File: src/rtl/dpram_arb_ctrl.sv
// Two-client round-robin arbiter in front of a single-port-per-direction RAM.
// Writes take two cycles end to end, reads four, with registered read capture.
module dpram_arb_ctrl #(
  parameter int AW = 5,
  parameter int DW = 16
) (
  input  logic          clk,
  input  logic          rst,
  input  logic          req0,
  input  logic          req1,
  input  logic          we0,
  input  logic          we1,
  input  logic [AW-1:0] addr0,
  input  logic [AW-1:0] addr1,
  input  logic [DW-1:0] wdata0,
  input  logic [DW-1:0] wdata1,
  output logic          ack0,
  output logic          ack1,
  output logic [DW-1:0] rdata0,
  output logic [DW-1:0] rdata1,
  output logic          rvalid0,
  output logic          rvalid1,
  output logic          busy,
  output logic          mem_wr,
  output logic          mem_rd,
  output logic [AW-1:0] mem_waddr,
  output logic [AW-1:0] mem_raddr,
  output logic [DW-1:0] mem_din,
  input  logic [DW-1:0] mem_dout
);

  typedef enum logic [2:0] {
    IDLE = 3'd0,
    WR   = 3'd1,
    RD   = 3'd2,
    CAP  = 3'd3,
    DONE = 3'd4
  } state_t;

  state_t        r_state;
  logic          r_id;
  logic          r_last;
  logic [AW-1:0] r_waddr;
  logic [AW-1:0] r_raddr;
  logic [DW-1:0] r_din;
  logic [DW-1:0] r_rdata0;
  logic [DW-1:0] r_rdata1;

  logic          w_any;
  logic          w_gnt;
  logic          w_we;
  logic [AW-1:0] w_addr;
  logic [DW-1:0] w_wdata;

  // On a tie the port that did not win last time gets the grant
  assign w_any   = req0 | req1;
  assign w_gnt   = req1 & (~req0 | ~r_last);
  assign w_we    = w_gnt ? we1 : we0;
  assign w_addr  = w_gnt ? addr1 : addr0;
  assign w_wdata = w_gnt ? wdata1 : wdata0;

  always_ff @(posedge clk) begin
    if (rst) begin
      r_state  <= IDLE;
      r_id     <= 1'b0;
      r_last   <= 1'b1;
      r_waddr  <= '0;
      r_raddr  <= '0;
      r_din    <= '0;
      r_rdata0 <= '0;
      r_rdata1 <= '0;
    end else begin
      case (r_state)
        IDLE: begin
          if (w_any) begin
            r_id   <= w_gnt;
            r_last <= w_gnt;
            if (w_we) begin
              r_waddr <= w_addr;
              r_din   <= w_wdata;
              r_state <= WR;
            end else begin
              r_raddr <= w_addr;
              r_state <= RD;
            end
          end
        end
        WR:   r_state <= IDLE;
        RD:   r_state <= CAP;
        CAP: begin
          if (r_id) r_rdata1 <= mem_dout;
          else      r_rdata0 <= mem_dout;
          r_state <= DONE;
        end
        DONE:    r_state <= IDLE;
        default: r_state <= IDLE;
      endcase
    end
  end

  assign busy      = (r_state != IDLE);
  assign mem_wr    = (r_state == WR);
  assign mem_rd    = (r_state == RD);
  assign mem_waddr = r_waddr;
  assign mem_raddr = r_raddr;
  assign mem_din   = r_din;
  assign ack0      = (mem_wr | (r_state == DONE)) & ~r_id;
  assign ack1      = (mem_wr | (r_state == DONE)) & r_id;
  assign rvalid0   = (r_state == DONE) & ~r_id;
  assign rvalid1   = (r_state == DONE) & r_id;
  assign rdata0    = r_rdata0;
  assign rdata1    = r_rdata1;

endmodule
File: config.mk
export PLATFORM = sky130hd
export DESIGN_NAME = dpram_arb_ctrl
export DESIGN_NICKNAME = d
export VERILOG_FILES = /design/src/rtl/dpram_arb_ctrl.sv
export SDC_FILE = /design/constraint.sdc
export NUM_CORES = 1
export LEC_CHECK = 0
export BUFFER_PORTS_ARGS = -buffer_cell sky130_fd_sc_hd__buf_2
export CORE_MARGIN = 2
export CORE_UTILIZATION = 47
export CTS_CLUSTER_DIAMETER = 80
export DETAILED_ROUTE_END_ITERATION = 12
export GPL_TIMING_DRIVEN = 0
export PLACE_DENSITY = 0.79
export SLEW_MARGIN = 5
export SYNTH_ARGS = -nofsm -noshare
export SYNTH_HDL_FRONTEND = slang
export SYNTH_SLANG_ARGS = --single-unit
File: constraint.sdc
create_clock -name clk -period 1.9 [get_ports clk]
set_clock_uncertainty 0.15 [all_clocks]
set_input_delay 0.095 -clock clk [delete_from_list [all_inputs] [get_ports clk]]
set_output_delay 0.095 -clock clk [all_outputs]
set_load 0.005 [all_outputs]
# [After elaboration in Yosys (flattened, before gate mapping)]
# Cells that the tools add are included.
[totals] reg_bits=63 latch_bits=0 ramBits=0 rom_bits=0 input_bits=64 output_inout_bits=65 wordCells=38 n_memories=0
[op_classes] addsub=0 multipliers=0 div_mod_pow=0 n_lt_le_gt_ge=0 eq_ne=5 shift=0 mux=6 bitwise_logic=12 reduce_logical=7
[op_table] op="$mux W16" count=1
[op_table] op="$pmux W3 S3" count=1
[op_table] op="$eq A3 B2 Y1 const B" count=2
[op_table] op="$reduce_and A2 Y1" count=3
[op_table] op="$reduce_and A3 Y1" count=2
[op_table] op="$and A1 B1 Y1" count=5
[op_table] op="$mux W5" count=1
[op_table] op="$not A1 Y1" count=4
[op_table] op="$eq A3 B1 Y1 const B" count=1
[op_table] op="$eq A3 B3 Y1 const B" count=1
[op_table] op="$logic_not A3 Y1" count=1
[op_table] op="$mux W3" count=1
[op_table] op="$or A1 B1 Y1" count=3
[op_table] op="$reduce_bool A3 Y1" count=1
[op_table] op="$mux W2" count=1
[op_table] op="$ne A2 B2 Y1 const B" count=1
[op_table] op="$mux W1" count=1

# [Logic depth before layout (Yosys ltp)]
# Gate-level depths: netlist of run 1.
[logic_depth] ltp_word=7 depth_mapped=6 depth_no_buf=4

# [Least setup slack after synthesis of run 1]
# Ideal clock, no wire load.
[synth_path] path_kind="register to register" start="register r_state[1]" end="register r_din[10] (netlist: mem_din[10])" setup_time_ps=81 arrival_ps=1282 required_time_ps=1669 path_slack_ps=387 path_stages_with_launch=7 n_path_buf=2 synth_period_minus_slack_ps=1513 path_cell_list="dfxtp_1 buf_2 nor3_4 o21ai_2 a21o_1 buf_6 a211oi_2"
[synth_between] elab_chain_len=2
[synth_lines] element="start, declared" line="40" source="state_t r_state;"
[synth_lines] element="start signal, assigned" line="64" source="r_state <= IDLE;"
[synth_lines] element="start signal, assigned" line="81" source="r_state <= WR;"
[synth_lines] element="start signal, assigned" line="84" source="r_state <= RD;"
[synth_lines] element="$logic_not A3 Y1" line="73" source="case (r_state)"
[synth_lines] element="$reduce_and A3 Y1 (no source line)"
[synth_lines] element="end signal, assigned" line="80" source="r_din <= w_wdata;"
[synth_lines] element="end, declared" line="45" source="logic [DW-1:0] r_din;"
# No other way between the ends.
# A chain may end at the register's enable or synchronous reset.

# [Worst setup path in the final report of run 1]
[layout_path] start="register r_state[1]" end="output port busy"
[layout_between] elab_chain_len=1
[layout_lines] element="$reduce_bool A3 Y1" line="101" source="assign busy = (r_state != IDLE);"
[layout_lines] element="end, declared" line="23" source="output logic busy,"
# No other way between the ends.

==> results of run 1 <==
flip-flops by register name (all words and copies together) (netlist names):
signal     count
r_state        3
mem_din       16
r_last         1
rdata0        16
mem_raddr      5
rdata1        16
r_id           1
mem_waddr      5
power by group through the flow:
stage                     logic, µW  registers, µW  clock network [µW]
after floorplan                 365           1490                   0
after global placement          600           1480                   0
after detailed placement        612           1490                   0
after CTS                       646           1460                1080
after global routing            703           1470                1160
final                           645           1460                1070
synth_stat cells, types with 2 or more instances:
cell type / count
sky130_fd_sc_hd__a311oi_1: 5
sky130_fd_sc_hd__buf_6: 5
sky130_fd_sc_hd__buf_2: 9
sky130_fd_sc_hd__nand2_1: 67
sky130_fd_sc_hd__nor2_1: 6
sky130_fd_sc_hd__nand2b_1: 2
sky130_fd_sc_hd__a21oi_1: 59
sky130_fd_sc_hd__dfxtp_1: 63
sky130_fd_sc_hd__inv_1: 23
sky130_fd_sc_hd__a211oi_2: 20
sky130_fd_sc_hd__nand3b_1: 43
sky130_fd_sc_hd__clkbuf_1: 15
sky130_fd_sc_hd__nor3_1: 2
sky130_fd_sc_hd__mux2i_1: 5
sky130_fd_sc_hd__nor2b_1: 4
cells by family (layout without fill, tap and decap cells):
family,Yosys count,in the layout,share of synthesized area
muxes,5,5,0.0170
buffers and inverters,52,214,0.0830
and+or+nand+nor,131,131,0.238
AOI/OAI and AO/OA,93,93,0.233
DFF,63,63,0.429
how the worst max path moves through the flow:
stage / end / cells after the start / slack (ps)
5_1_grt: busy / 5 / 7
3_5_place_dp: rdata1[14] / 5 / 130
3_3_place_gp: rdata1[11] / 5 / 200
6_report: busy / 5 / 110
2_1_floorplan: mem_din[10] / 6 / 390
4_1_cts: busy / 5 / 100
critical path: cells and delay by family (launching register included):
kind          cells  cell delay (ps)
simple gates      1              250
flops             1              310
buf+inv           4              670
layout make-up:
| cell class | count | share of cell area |
|---|---|---|
| timing repair buffer | 146 | 0.204 |
| clock inverter | 6 | 0.0114 |
| inverter | 23 | 0.0213 |
| multi-input combinational | 229 | 0.354 |
| tap | 75 | 0.0232 |
| buffer | 29 | 0.0396 |
| sequential | 63 | 0.312 |
| clock buffer | 10 | 0.0340 |
metal layers:
metal | GRT usage | part of all wire
met1 | 0.287 | 0.45
met2 | 0.387 | 0.47
met3 | 0.0557 | 0.063
met4 | 0.0835 | 0.019
met5 | 0 | 0
what timing repair did:
item / in CTS / in global routing
hold endpoints to repair: 36 / 0
hold buffers: 19 / 0
resized for setup: 1 / 2
setup endpoints to repair: 1 / 7
setup buffers: 0 / 0
per-stage QoR:
| stage | hold slack, ps | instance area (µm²) | setup WS [ps] | util |
|---|---|---|---|---|
| final | 9.88 | 4040 | 107 | 0.675 |
| after global routing | 19.1 | 4040 | 7.19 | 0.675 |
| after CTS | 8.23 | 4040 | 98.3 | 0.675 |
| after detailed placement | 204 | 3670 | 133 | 0.612 |
| after global placement | 201 | 3670 | 196 | 0.612 |
| after floorplan | 81.0 | 2940 | 387 | - |
==> metrics.md, run 1 <==
| Metric | Value |
|---|---|
| Status | `completed` |
| Core Region | `5990 µm²` |
| Syn_nets | `408` |
| Register area share after synthesis | `0.429` |
| Worst skew pair latency | `330 ps` |
| Detail Placement HPWL | `5850 µm` |
| Post-synth EDFFs | `0` |
| Slew @ Worst Pin | `701 ps` |
| R2r worst-path depth | `6` |
| Number of synthesis warnings | `0` |
| Count of standard-cell rows | `28` |
| H-tree levels | `3` |
| Type of destination of the critical path | `primary output` |
| Number of instances on the worst hold path | `3` |
| Via count of the first global-routing pass | `2778` |
| Vertical die dimension | `83.1 µm` |
| Unique cell type count in the Yosys netlist | `31` |
| Antenna violations before repair | `0` |
| Drt via density | `5.14` |
| Net switching power of the design | `948 µW` |
| Antenna-violating nets left | `0` |
| Startpoint of the tightest hold check path | `addr0[0]` |
| Largest net degree at the start of global routing | `13` |
| Clock transition at the registers of the reported paths | `70 ps` |
| Biggest area consumer among synthesized cells | `sky130_fd_sc_hd__dfxtp_1` |
| Capture instance of the worst register-to-register path | `mem_waddr[1]` |
| Clock root buffer | `sky130_fd_sc_hd__clkbuf_8` |
| Share of cells above drive strength 1 | `0.362` |
| Longest Clk Path Bufs | `2` |
| Number of violations reported at the end of detailed-routing iteration 0 | `124` |
| Total of max-cap violations | `0` |
| Register bit count reported by yosys | `63` |
| Clock tree from TritonCTS | `yes` |
| Sequential cell fraction of total power | `0.460` |
| Leading cell types in the layout, fill and taps excluded | `136 x sky130_fd_sc_hd__buf_2, 67 x sky130_fd_sc_hd__nand2_1, 63 x sky130_fd_sc_hd__dfxtp_1` |
| Relative slew slack | `0.533` |
| Multi-input gate area | `1430 µm²` |
| Ant. Diodes | `0` |
| Highest clock rate | `558 MHz` |
| Remaining global-route overflow | `0` |
| Die width | `83.1 µm` |
| Routed wirelength normalized by instance count | `13.9 µm` |
| RePlAce Congestion | `0.834` |
| Int Power | `2220 µW` |
| Worst-case register-to-register setup slack | `190 ps` |
| Startpoint of the worst setup timing path | `r_state[1]` |
| Arrival time at the worst endpoint | `1550 ps` |
| Pleak | `0.00174 µW` |
| # DRC | `0` |
| Count of input and output buffers | `127` |
| Gate power share | `0.203` |
| Unrepaired setup endpoints after global routing | `no` |
| Portion of total power attributed to the clock network | `0.336` |
| Top cells by area, synth | `sky130_fd_sc_hd__dfxtp_1 43%, sky130_fd_sc_hd__nand3b_1 11%, sky130_fd_sc_hd__a21oi_1 10%` |
| Most common library cell in the layout ignoring fill and taps | `sky130_fd_sc_hd__buf_2` |
| Most common cell type on the critical path | `sky130_fd_sc_hd__buf_2` |
| Path category of the worst min-delay check | `in2reg` |
| Portion of the clock cycle consumed by the worst path in the final layout | `0.944` |
| Net switching share of the total power | `0.299` |
| Accumulated negative setup slack | `0 ps` |
| Post-route insts no fill | `581` |
| Number of failing hold endpoints at the final stage | `0` |
| Reg2Reg Launch Point | `r_state[1]` |
| Boundary Pins | `129` |
| Via count | `2986` |
| Final Max Tran Viols | `0` |
| Total wirelength of the detailed-routed design | `8090 µm` |
| Ys async rst share | `0` |
| Synth Cell Area | `2940 µm²` |
| Worst IR Drop VDD | `518 µV` |
| First-pass GRT wire length | `13000 µm` |
| Total iterations of the first detailed-routing run | `6` |
| Setup Crit Path Kind | `reg2out` |
| Type of origin of the critical path | `register` |
| Overall power of the completed layout | `3170 µW` |
| Gate count after technology mapping | `344` |
| Total CTS buffers | `9` |
| Period minus WS final | `1790 ps` |
| Required time of the critical path | `1650 ps` |
| GRT Total Usage | `0.230` |
| Power density of the placed cells | `784 nW/µm²` |
| Filler instances | `502` |
| Syn-to-layout area delta | `37.6%` |
| Synth top area share | `0.429` |
| Max stage delay on crit path | `310 ps` |
| Final net count | `565` |
| Endpoint with the worst hold slack | `mem_raddr[0]` |
| Setup violators final | `0` |
| Inst Count DP | `546` |
| Initial Util | `0.490` |
| Slowest cell on the critical path | `sky130_fd_sc_hd__dfxtp_1` |
| Die Footprint | `6900 µm²` |
| TritonCTS sink count | `63` |
| Average instance area after synthesis | `8.54 µm²` |
| Most common flop cell mapped by yosys | `sky130_fd_sc_hd__dfxtp_1` |
| FF/Latch Area | `1260 µm²` |
| Cells traversed along the worst timing path | `buf_2, nor3_4, clkbuf_2, inv_1, buf_2` |
| Max Fanout on Critical Path | `10` |
Power figures use the tool's default switching activity.
==> inputs of run 2 (changes only) <==
Settings changed: PLACE_DENSITY 0.79 to default, PLACE_DENSITY_LB_ADDON from default to 0.05.
==> run 2 against run 1 <==
Effect of this change:
- via count is 0.33% higher
- sequential power about the same
- core utilization rose by 1.4 points
- fmax decreased by 0.84%
- die area did not move
- largest cell class unchanged
==> metrics.md, run 2 (same netlist as run 1, synthesis figures left out) <==
| Metric | Value |
|---|---|
| Worst IR Drop VDD | `472 µV` |
| Pleak | `0.00177 µW` |
| Relative slew slack | `0.524` |
| Arrival time at the worst endpoint | `1910 ps` |
| Routed wirelength normalized by instance count | `13.7 µm` |
| Type of origin of the critical path | `register` |
| Met1 track utilization from global routing | `0.308` |
| Hold Worst Slack | `36.3 ps` |
| H-tree levels | `3` |
| Via count | `2996` |
| Count of standard-cell rows | `28` |
| Die width | `83.1 µm` |
| Inst Count DP | `546` |
| Count of input and output buffers | `127` |
| Clock tree from TritonCTS | `yes` |
| Final Max Tran Viols | `0` |
| Required time of the critical path | `2000 ps` |
| Clock root buffer | `sky130_fd_sc_hd__clkbuf_8` |
| TritonCTS sink count | `63` |
| Startpoint of the worst setup timing path | `r_last` |
| Die Footprint | `6900 µm²` |
| Global-route met3 utilization | `0.0626` |
| Slew @ Worst Pin | `714 ps` |
| Detail Placement HPWL | `5610 µm` |
| Initial Util | `0.490` |
| # DRC | `0` |
| Most common library cell in the layout ignoring fill and taps | `sky130_fd_sc_hd__buf_2` |
| Post-route insts no fill | `585` |
| Drt via density | `5.12` |
| First-pass GRT wire length | `13700 µm` |
| Largest net degree at the start of global routing | `12` |
| Longest Clk Path Bufs | `2` |
| Period minus WS final | `1810 ps` |
| Remaining global-route overflow | `0` |
| Unrepaired setup endpoints after global routing | `no` |
| Boundary Pins | `129` |
| Highest clock rate | `553 MHz` |
| Reg2Reg Launch Point | `r_last` |
| Ant. Diodes | `0` |
| Antenna-violating nets left | `0` |
| Total iterations of the first detailed-routing run | `4` |
| Max Fanout on Critical Path | `10` |
| Layer carrying the most global-route usage | `met2` |
| Share of cells above drive strength 1 | `0.363` |
| Total wirelength of the detailed-routed design | `7990 µm` |
| Leading cell types in the layout, fill and taps excluded | `136 x sky130_fd_sc_hd__buf_2, 67 x sky130_fd_sc_hd__nand2_1, 62 x sky130_fd_sc_hd__dfxtp_1` |
| Setup Crit Path Kind | `reg2reg` |
| GRT Total Usage | `0.239` |
| RePlAce Congestion | `0.771` |
| Portion of the clock cycle consumed by the worst path in the final layout | `0.952` |
| Startpoint of the tightest hold check path | `addr1[3]` |
| Accumulated negative setup slack | `0 ps` |
| Syn-to-layout area delta | `40.4%` |
| Path category of the worst min-delay check | `in2reg` |
| Multi-input gate area | `1440 µm²` |
| Final net count | `569` |
| FF/Latch Area | `1260 µm²` |
| Setup violators final | `0` |
| Total CTS buffers | `9` |
| Vertical die dimension | `83.1 µm` |
| Filler instances | `510` |
| Number of failing hold endpoints at the final stage | `0` |
| Clock transition at the registers of the reported paths | `70 ps` |
| Core Region | `5990 µm²` |
| Total of max-cap violations | `0` |
| Met2 track utilization from global routing | `0.390` |
| Number of violations reported at the end of detailed-routing iteration 0 | `132` |
| Power density of the placed cells | `817 nW/µm²` |
| Antenna violations before repair | `0` |
| Worst skew pair latency | `330 ps` |
| Via count of the first global-routing pass | `2989` |
| Type of destination of the critical path | `register` |
| Status | `completed` |
-- run 2: path summary, 6_finish.rpt --
path | endpoint | slack, ps | depth (start not counted)
worst max-delay path | mem_raddr[2] | 90 | 5
worst min-delay path | mem_raddr[3] | 40 | 3
worst max register to register | mem_raddr[2] | 90 | 5
worst min register to register | rdata1[9] | 300 | 2
-- run 2: cell type report --
cell class	count	share of cell area
multi-input cells	229	0.350
flip-flops and latches	63	0.306
repair buffers	150	0.210
plain buffers	29	0.0388
clock buffers	10	0.0309
well taps	75	0.0227
inverters	23	0.0209
clock inverters	6	0.0206
-- run 2: worst max-delay path, stage by stage (launching register included) --
cell and delay, ps:
sky130_fd_sc_hd__dfxtp_2 340, sky130_fd_sc_hd__a21bo_1 180, sky130_fd_sc_hd__buf_6 150, sky130_fd_sc_hd__mux2i_1 110, sky130_fd_sc_hd__dlygate4sd3_1 550, sky130_fd_sc_hd__a311oi_1 250
-- run 2: repair_timing --
item | in CTS | in global routing
hold buffers | 24 | 0
endpoints found under the setup margin | 0 | 13
hold endpoints to repair | 38 | 0
resized for setup | 0 | 7
setup buffers | 0 | 0
-- run 2: through the flow --
step                setup slack, ps   util  cell area [µm²]  total power [µW]
floorplan                       387      -             2940              1860
global placement                151  0.612             3670              2080
detailed placement              115  0.612             3670              2090
CTS                            10.7  0.688             4120              3390
global route                   1.09  0.689             4130              3540
finish                         92.0  0.689             4130              3370
-- run 2: layer usage --
layer / up-vias / routed length (µm) / share of wire
met5: - / 0 / 0
met4: 0 / 92 / 0.012
met3: 10 / 450 / 0.056
met2: 102 / 3770 / 0.47
li1: 1508 / - / -
met1: 1376 / 3690 / 0.46
-- run 2: report_power, final --
part           internal [µW]  leakage [µW]  switching (µW)  total (µW)
logic                    312       0.00116             344         656
registers               1410      0.000513            50.0        1460
clock network            734      0.000102             524        1260
total                   2450       0.00177             918        3370
==> inputs of run 3 (changes only) <==
Settings changed: GPL_TIMING_DRIVEN 0 to default.
==> run 3 against run 2 <==
Effect of this change:
- fmax grew 5.8%
- total power shrank 3.6%
- critical path type is now in2reg
- highest routed layer unchanged
- worst setup slack gained 99 ps
- largest cell class unchanged
==> metrics.md, run 3 (same netlist as run 1, synthesis figures left out) <==
| Metric | Value |
|---|---|
| Arrival time at the worst endpoint | `1790 ps` |
| Initial Util | `0.490` |
| Final Max Tran Viols | `0` |
| Slew @ Worst Pin | `685 ps` |
| Boundary Pins | `129` |
| Remaining global-route overflow | `0` |
| Via count of the first global-routing pass | `2900` |
| Required time of the critical path | `1980 ps` |
| Period minus WS final | `1710 ps` |
| Placed instance area | `3640 µm²` |
| Post-CTS Resized | `0` |
| Buffers inserted during post-CTS setup optimization | `0` |
| Antenna-violating nets left | `0` |
| Accumulated negative setup slack | `0 ps` |
| Type of destination of the critical path | `register` |
| Total CTS buffers | `9` |
| Cells traversed along the worst timing path | `dlygate4sd3_1, buf_2, inv_1, o32ai_4, a21oi_1, a311oi_1` |
| Highest clock rate | `585 MHz` |
| Total of max-cap violations | `0` |
| Largest net degree at the start of global routing | `33` |
| Number of violations reported at the end of detailed-routing iteration 0 | `86` |
| Worst skew pair latency | `330 ps` |
| Largest delay share family, worst path | `compound AO/OA/AOI/OAI gates` |
| Routed wirelength normalized by instance count | `13.8 µm` |
| Relative slew slack | `0.543` |
| Path category of the worst min-delay check | `in2reg` |
| Portion of the clock cycle consumed by the worst path in the final layout | `0.900` |
| Filler instances | `533` |
| Count of standard-cell rows | `28` |
| # DRC | `0` |
| Unrepaired setup endpoints after global routing | `no` |
| Worst IR Drop VDD | `457 µV` |
| H-tree levels | `3` |
| Total wirelength of the detailed-routed design | `7820 µm` |
| Drt via density | `5.11` |
| First-pass GRT wire length | `13200 µm` |
| Buf/Inv on CP | `3` |
| Clock transition at the registers of the reported paths | `70 ps` |
| Number of failing hold endpoints at the final stage | `0` |
| GRT Total Usage | `0.230` |
| Multi-input gate area | `1440 µm²` |
| Die Footprint | `6900 µm²` |
| Max Fanout on Critical Path | `11` |
| Clock root buffer | `sky130_fd_sc_hd__clkbuf_8` |
| Setup violators final | `0` |
| Detail Placement HPWL | `5370 µm` |
| Core Region | `5990 µm²` |
| Syn-to-layout area delta | `37.0%` |
| FF/Latch Area | `1260 µm²` |
| TritonCTS sink count | `63` |
| Antenna violations before repair | `0` |
| Pleak | `0.00173 µW` |
| Type of origin of the critical path | `input port` |
| Total non-filler cell area in the finished layout | `4030 µm²` |
| Via count | `2900` |
| Finished Core Util | `0.672` |
| Final net count | `551` |
| Die width | `83.1 µm` |
| Placement Setup Slack | `210 ps` |
| Longest Clk Path Bufs | `2` |
| Leading cell types in the layout, fill and taps excluded | `128 x sky130_fd_sc_hd__buf_2, 67 x sky130_fd_sc_hd__nand2_1, 63 x sky130_fd_sc_hd__dfxtp_1` |
| Clock tree from TritonCTS | `yes` |
| Total iterations of the first detailed-routing run | `4` |
| RePlAce Congestion | `0.779` |
| Number of hold buffers added after CTS | `19` |
| Share of cells above drive strength 1 | `0.370` |
| Minimum setup slack in the final design | `191 ps` |
| Setup Crit Path Kind | `in2reg` |
| Most common library cell in the layout ignoring fill and taps | `sky130_fd_sc_hd__buf_2` |
| Vertical die dimension | `83.1 µm` |
| Max stage delay on crit path | `530 ps` |
| Slowest cell on the critical path | `sky130_fd_sc_hd__dlygate4sd3_1` |
| Status | `completed` |
| Power density of the placed cells | `808 nW/µm²` |
| Count of input and output buffers | `128` |
| Ant. Diodes | `0` |
-- run 3: changes by cell type in the layout (fill, tap and decap cells not counted), sizes merged --
cell,before,now
clkinv,2,1
clkinvlp,2,3
buf,141,142
dlygate4sd3,23,19
clkbuf,25,11
bufinv,2,1
-- run 3: area by class of cell --
cell class,instances,area share
clock inverter,5,0.0143
sequential,63,0.313
timing repair buffer,161,0.236
multi-input combinational,229,0.357
inverter,23,0.0214
clock buffer,11,0.0351
tap,75,0.0233
-- run 3: metrics by stage --
stage / total power [µW] / cells / hold slack [ps]
floorplan: 1860 / 344 / 81.0
global placement: 2080 / 532 / 201
CTS: 3280 / 567 / 0.336
global route: 3420 / 567 / 9.31
detailed placement: 2090 / 532 / 205
finish: 3250 / 567 / 16.4
-- run 3: final timing paths --
path                                  from           end  slack (ps)  cells after the start
worst max-delay path                  req0  mem_raddr[1]         190                      6
worst min-delay path              addr0[1]  mem_raddr[1]          20                      3
worst max register to register  r_state[1]    rdata0[12]         200                      4
worst min register to register   rdata1[8]     rdata1[8]         300                      2
-- run 3: worst reg2reg max path, stage by stage, from the launching register on --
cell and delay, ps:
sky130_fd_sc_hd__dfxtp_1 540, sky130_fd_sc_hd__nand3b_1 190, sky130_fd_sc_hd__or2_1 450, sky130_fd_sc_hd__nand2_1 170, sky130_fd_sc_hd__a21oi_1 70
-- run 3: metal layers --
| metal | GRT usage | vias to the layer above | part of all wire |
|---|---|---|---|
| met2 | 0.380 | 84 | 0.46 |
| met3 | 0.0547 | 10 | 0.057 |
| met5 | 0 | - | 0 |
| li1 | - | 1465 | - |
| met1 | 0.294 | 1341 | 0.47 |
| met4 | 0.0820 | 0 | 0.015 |
-- run 3: power breakdown --
| part | switching (µW) | internal (µW) | total [µW] |
|---|---|---|---|
| registers | 58.1 | 1410 | 1460 |
| logic | 328 | 301 | 628 |
| clock network | 518 | 639 | 1160 |
